[config.mk]
export PLATFORM = sky130hd
export DESIGN_NAME = ipd_referee
export DESIGN_NICKNAME = d
export VERILOG_FILES = /design/src/rtl/ipd_pkg.sv /design/src/rtl/ipd_payoff.sv /design/src/rtl/ipd_referee.sv
export SDC_FILE = /design/constraint.sdc
export NUM_CORES = 1
export LEC_CHECK = 0
export BUFFER_PORTS_ARGS = -buffer_cell sky130_fd_sc_hd__buf_4
export CELL_PAD_IN_SITES_DETAIL_PLACEMENT = 0
export CELL_PAD_IN_SITES_GLOBAL_PLACEMENT = 1
export CORE_MARGIN = 2
export CORE_UTILIZATION = 25
export CTS_BUF_LIST = sky130_fd_sc_hd__clkbuf_8
export CTS_CLUSTER_SIZE = 24
export DETAILED_ROUTE_END_ITERATION = 8
export PLACE_DENSITY_LB_ADDON = 0.1
export SLEW_MARGIN = 20
export SYNTH_ARGS = -nofsm -noshare
export SYNTH_HDL_FRONTEND = slang
export SYNTH_SLANG_ARGS = --single-unit
[constraint.sdc]
create_clock -name clk -period 1.71 [get_ports clk]
set_input_delay 0.2565 -clock clk [delete_from_list [all_inputs] [get_ports clk]]
set_output_delay 0.2565 -clock clk [all_outputs]
set_load 0.01 [all_outputs]
[src/rtl/ipd_pkg.sv]
// Shared move encoding, referee state encoding and default payoffs for the
// iterated prisoner's dilemma match controller.
package ipd_pkg;

   localparam logic MV_COOP   = 1'b0;
   localparam logic MV_DEFECT = 1'b1;

   typedef enum logic [2:0] {
      ST_IDLE,
      ST_ISSUE,
      ST_SAMPLE,
      ST_SCORE,
      ST_DONE
   } ipd_state_t;

   localparam int DEF_PAY_T = 5;
   localparam int DEF_PAY_R = 3;
   localparam int DEF_PAY_P = 1;
   localparam int DEF_PAY_S = 0;

endpackage

[src/rtl/ipd_payoff.sv]
// Combinational payoff table: maps one round's pair of moves to the payoff
// earned by each player.
module ipd_payoff
   import ipd_pkg::*;
#(
   parameter int PAY_W = 8,
   parameter int PAY_T = DEF_PAY_T,
   parameter int PAY_R = DEF_PAY_R,
   parameter int PAY_P = DEF_PAY_P,
   parameter int PAY_S = DEF_PAY_S
) (
   input  logic             a_mv,
   input  logic             b_mv,
   output logic [PAY_W-1:0] pay_a,
   output logic [PAY_W-1:0] pay_b
);

   always_comb begin
      pay_a = '0;
      pay_b = '0;
      case ({a_mv, b_mv})
         {MV_COOP, MV_COOP}: begin
            pay_a = PAY_W'(PAY_R);
            pay_b = PAY_W'(PAY_R);
         end
         {MV_DEFECT, MV_COOP}: begin
            pay_a = PAY_W'(PAY_T);
            pay_b = PAY_W'(PAY_S);
         end
         {MV_COOP, MV_DEFECT}: begin
            pay_a = PAY_W'(PAY_S);
            pay_b = PAY_W'(PAY_T);
         end
         default: begin
            pay_a = PAY_W'(PAY_P);
            pay_b = PAY_W'(PAY_P);
         end
      endcase
   end

endmodule

[src/rtl/ipd_referee.sv]
// Match controller: issues rounds to two strategy blocks, forwards moves,
// keeps saturating scores. Optional move log under macro IPD_HISTORY_EN.
module ipd_referee
   import ipd_pkg::*;
#(
   parameter int NUM_ROUNDS = 10,
   parameter int SCORE_W    = 8,
   parameter int PAY_T      = DEF_PAY_T,
   parameter int PAY_R      = DEF_PAY_R,
   parameter int PAY_P      = DEF_PAY_P,
   parameter int PAY_S      = DEF_PAY_S,
   parameter int HIST_DEPTH = 8
) (
   input  logic                              clk,
   input  logic                              reset,
   input  logic                              start,
   input  logic                              a_decision,
   input  logic                              b_decision,
   output logic                              round_start,
   output logic                              a_opp_last,
   output logic                              b_opp_last,
   output logic [SCORE_W-1:0]                score_a,
   output logic [SCORE_W-1:0]                score_b,
   output logic [$clog2(NUM_ROUNDS+1)-1:0]   round_count,
   output logic                              busy,
   output logic                              done
`ifdef IPD_HISTORY_EN
   ,
   output logic [2*HIST_DEPTH-1:0]           move_history
`endif
);

   localparam int CNT_W = $clog2(NUM_ROUNDS + 1);

   ipd_state_t         state_q;
   logic               a_mv_q, b_mv_q;
   logic               a_opp_q, b_opp_q;
   logic               rs_q, busy_q, done_q;
   logic [SCORE_W-1:0] score_a_q, score_b_q;
   logic [SCORE_W-1:0] score_a_d, score_b_d;
   logic [SCORE_W-1:0] pay_a, pay_b;
   logic [CNT_W-1:0]   cnt_q, cnt_d;
`ifdef IPD_HISTORY_EN
   logic [2*HIST_DEPTH-1:0] hist_q;
`endif

   function automatic logic [SCORE_W-1:0] sat_add(input logic [SCORE_W-1:0] x,
                                                  input logic [SCORE_W-1:0] y);
      logic [SCORE_W:0] sum;
      sum = {1'b0, x} + {1'b0, y};
      return sum[SCORE_W] ? {SCORE_W{1'b1}} : sum[SCORE_W-1:0];
   endfunction

   ipd_payoff #(
      .PAY_W (SCORE_W),
      .PAY_T (PAY_T),
      .PAY_R (PAY_R),
      .PAY_P (PAY_P),
      .PAY_S (PAY_S)
   ) u_payoff (
      .a_mv  (a_mv_q),
      .b_mv  (b_mv_q),
      .pay_a (pay_a),
      .pay_b (pay_b)
   );

   assign score_a_d = sat_add(score_a_q, pay_a);
   assign score_b_d = sat_add(score_b_q, pay_b);
   assign cnt_d     = cnt_q + 1'b1;

   always_ff @(posedge clk) begin
      if (reset) begin
         state_q   <= ST_IDLE;
         a_mv_q    <= MV_COOP;
         b_mv_q    <= MV_COOP;
         a_opp_q   <= MV_COOP;
         b_opp_q   <= MV_COOP;
         rs_q      <= 1'b0;
         busy_q    <= 1'b0;
         done_q    <= 1'b0;
         score_a_q <= '0;
         score_b_q <= '0;
         cnt_q     <= '0;
`ifdef IPD_HISTORY_EN
         hist_q    <= '0;
`endif
      end else begin
         rs_q <= 1'b0;
         case (state_q)
            ST_IDLE, ST_DONE: begin
               // Restarting from DONE wipes the previous match completely.
               if (start) begin
                  state_q   <= ST_ISSUE;
                  rs_q      <= 1'b1;
                  busy_q    <= 1'b1;
                  done_q    <= 1'b0;
                  a_opp_q   <= MV_COOP;
                  b_opp_q   <= MV_COOP;
                  score_a_q <= '0;
                  score_b_q <= '0;
                  cnt_q     <= '0;
`ifdef IPD_HISTORY_EN
                  hist_q    <= '0;
`endif
               end
            end
            ST_ISSUE: begin
               state_q <= ST_SAMPLE;
            end
            ST_SAMPLE: begin
               // Strategies registered these on the ISSUE edge.
               a_mv_q  <= a_decision;
               b_mv_q  <= b_decision;
               state_q <= ST_SCORE;
            end
            ST_SCORE: begin
               score_a_q <= score_a_d;
               score_b_q <= score_b_d;
               a_opp_q   <= b_mv_q;
               b_opp_q   <= a_mv_q;
               cnt_q     <= cnt_d;
`ifdef IPD_HISTORY_EN
               hist_q    <= {hist_q[2*HIST_DEPTH-3:0], a_mv_q, b_mv_q};
`endif
               if (cnt_d == CNT_W'(NUM_ROUNDS)) begin
                  state_q <= ST_DONE;
                  busy_q  <= 1'b0;
                  done_q  <= 1'b1;
               end else begin
                  state_q <= ST_ISSUE;
                  rs_q    <= 1'b1;
               end
            end
            default: begin
               state_q <= ST_IDLE;
               busy_q  <= 1'b0;
               done_q  <= 1'b0;
            end
         endcase
      end
   end

   assign round_start = rs_q;
   assign a_opp_last  = a_opp_q;
   assign b_opp_last  = b_opp_q;
   assign score_a     = score_a_q;
   assign score_b     = score_b_q;
   assign round_count = cnt_q;
   assign busy        = busy_q;
   assign done        = done_q;
`ifdef IPD_HISTORY_EN
   assign move_history = hist_q;
`endif

endmodule

==> results.toml <==
[outcome]
outcome = "finished with violations"
violations = "setup timing"

[worst_setup_path]
crit_path_start_kind = "flip-flop"
rr_worst_depth = 8
cp_top_family = "compound AO/OA/AOI/OAI gates"
cp.required_ps = 1910
max_stage_delay_ps = 370
path_class = "reg2reg"
critPathArrivalTime_ps = 1960
worstPathMaxFanout = 4
r2r-end = "score_b[2]"
crit_path_end_kind = "flip-flop"
reg2reg_from = "a_mv_q"
critPathSlowestCell = "dfxtp_4"
crit_chain = "nand2b_4 -> inv_2 -> ha_4 -> nand2_4 -> o31ai_4 -> a31oi_1 -> buf_4 -> a211oi_1"
cp_num_buf_inv = 2
regToRegSetupSlack_ps = -50

[synth]
synthFlopType = "dfxtp_1"
syn-num-nets = 210
yosysWarnings = 0
syn_inst = 197
syn-cell-area_mm2 = 0.00165
synth.top_cell.area_share_pct = 36.4
synth_cell_type_count = 43
yosysTopAreaCell = "dfxtp_1"
ys_ff_latch = 30
synthArstFlopShare_pct = 0
synth_edf_count = 0
synth_area_leaders = "dfxtp_1 (36%), a21oi_1 (6.1%), ha_1 (6.1%), nor2_1 (5.0%), o21ai_0 (3.3%)"
synth.avg_cell_area_um2 = 8.38
yosysSeqAreaShare_pct = 36.4

[sta]
fmax_mhz = 569
slew_violations = 0
hold_violations = 0
holdWs_ps = 217
timing.final.crit_share_pct = 103
fin_ws_ps = -48.7
skew_ps = 4.56
setup_tns_ps = -243
setup_violations = 11
slew_headroom_pct = 75.4
worst_pin_slew_ps = 368
min_period_ps = 1760
rsz0062_at_grt = "true"

[cts]
hold_buffers = 0
numCtsBuffers = 5
cts_tree = "done"
cts-htree-levels = 2
cts_sinks = 30
clk-insertion-delay-late_ps = 290
path_clk_slew_ps = 70
clk_path_buf_depth = 2
cts_root_buf = "clkbuf_8"

[cells_and_area]
multiInputGateArea_mm2 = 0.00120
n_fill_cell = 642
drive_gt1_share_pct = 43.8
areaGrowthSynthToFinish_pct = 53.1
diodes = 0
fin_cells = 335
seqCellArea_um2 = 608
layout.nets = 270
fin_util_pct = 39.8

[die]
start_util_pct = 26.0
coreArea_mm2 = 0.00635
dieArea_mm2 = 0.00727
io_pins = 30
die_h_um = 85.3
std_cell_rows = 29
die_w_um = 85.3

[global_routing]
antenna_found_initial = 0
grt_pass1_vias = 1556
grt-ovfl-total = 0
grt_pass1_wl_um = 8050
grt_max_degree = 28
grt_use_total_pct = 13.9

[pwr]
p_leak_nw = 1.07
p_per_area_mw_per_mm2 = 918
ir_drop_v = 0.000396

[detailed_routing]
firstDrtPassIters = 4
vias = 1636
drc = 0
drtAntennaViolNets = 0
viasPerCell = 4.88
wire_per_inst_um = 14.8
drtIter0Drc = 35
wirelength_um = 4960

[placed_design]
pre_cts_ws_ps = -174
dp_hpwl_um = 3430
placed_cells = 322
numPortBuffers = 29
place_congestion = 0.786

[hold_path]
worstHoldEndpoint = "a_mv_q"
hold_start = "a_decision"
min_path_cells = 3
holdCritPathClass = "in2reg"

[run]
timing.max_cap.violations = 0
[state kept, by name, indices dropped and copies added, names as in the netlist]
signal       cells
busy             1
score_b          8
b_mv_q           1
score_a          8
a_opp_last       1
round_start      1
b_opp_last       1
a_mv_q           1
round_count      4
state_q          3
done             1
[cells by family after synthesis]
logic type | after synthesis | synth area share (%)
buffers and inverters | 16 | 4.32
xor gates and xnor gates | 5 | 2.65
AOI/OAI and AO/OA | 60 | 22.7
adders and majority gates | 8 | 6.07
and+or+nand+nor | 73 | 24.8
DFF | 30 | 36.4
muxes | 5 | 3.03
[report_power, final]
group	total [mW]	internal, mW	switching, mW
combinational	0.812	0.385	0.427
sequential	0.813	0.752	0.0616
clock	0.695	0.407	0.289
[per-stage QoR]
stage / total power [mW] / instance area (um2)
global route: 2.46 / 2530
global placement: 1.50 / 2180
floorplan: 1.22 / 1690
finish: 2.32 / 2530
CTS: 2.29 / 2430
detailed placement: 1.49 / 2180
[cell type report]
type | count | area share, %
repair buffers | 63 | 19.3
inverters | 6 | 0.891
clock buffers | 8 | 4.36
well taps | 77 | 3.81
multi-input cells | 151 | 47.6
flip-flops and latches | 30 | 24.1
[worst min-delay path: cells and delay by family]
family        cells  cell delay [ps]
mux               1               60
simple gates      1               70
buf+inv           1               80
[Yosys cell counts, types with 2 or more instances]
| cell type | n |
|---|---|
| ha_1 | 8 |
| inv_1 | 6 |
| dfxtp_1 | 30 |
| nor2_1 | 22 |
| buf_2 | 3 |
| a21o_1 | 2 |
| nor2b_1 | 2 |
| mux2i_1 | 5 |
| nor2_4 | 2 |
| o211ai_1 | 3 |
| a21oi_1 | 20 |
| a31oi_1 | 8 |
| nand2b_1 | 4 |
| xnor2_1 | 2 |
| a21boi_0 | 2 |
| o21ai_0 | 11 |
| nand2_1 | 8 |
| and3_1 | 3 |
| and2_1 | 3 |
| clkbuf_1 | 5 |
| nand3_1 | 8 |
| a211oi_1 | 4 |
| nor3_1 | 8 |
| nand3b_1 | 3 |
| buf_4 | 2 |
| xor2_1 | 3 |
| or3_1 | 2 |
| a22oi_1 | 3 |
[cells in the final DEF, fill, tap and decap left out, types with 3 or more instances in the layout]
cell / instances
buf_4: 59
dfxtp_1: 28
nor2_1: 20
a21oi_1: 19
clkbuf_8: 8
o21ai_0: 7
nand2_1: 6
nand3_1: 6
a31oi_1: 6
nor3_1: 5
mux2i_1: 5
ha_4: 5
inv_1: 4
buf_6: 4
and3_1: 3
a22oi_1: 3
nor3_2: 3
nand3b_1: 3
o211ai_1: 3
[routing by layer]
| metal | vias to the layer above | track usage (%) | wire length [um] | part of all wire, % |
|---|---|---|---|---|
| met2 | 26 | 22.1 | 2240 | 45 |
| met3 | 5 | 3.40 | 154 | 3.1 |
| li1 | 835 | - | - | - |
| met5 | - | 0 | 0 | 0 |
| met1 | 770 | 18.8 | 2510 | 51 |
| met4 | 0 | 3.90 | 57 | 1.1 |
[repair_timing]
action,CTS,global route
resized for setup,27,17
gates cloned,0,0
buffers inserted,5,1
pin swaps,14,20
endpoints found under the setup margin,16,16
[how the worst max path moves through the flow]
stage                 from          to  slack (ps)  cells past startpoint
floorplan           a_mv_q  score_a[4]         -20                      8
global placement    b_mv_q  score_b[1]        -210                      8
detailed placement  a_mv_q  score_a[3]        -170                      9
CTS                 a_mv_q  score_a[4]         -80                      9
global route        a_mv_q  score_a[6]        -130                      8
finish              a_mv_q  score_b[2]         -50                      8
Power figures use the tool's default switching activity.
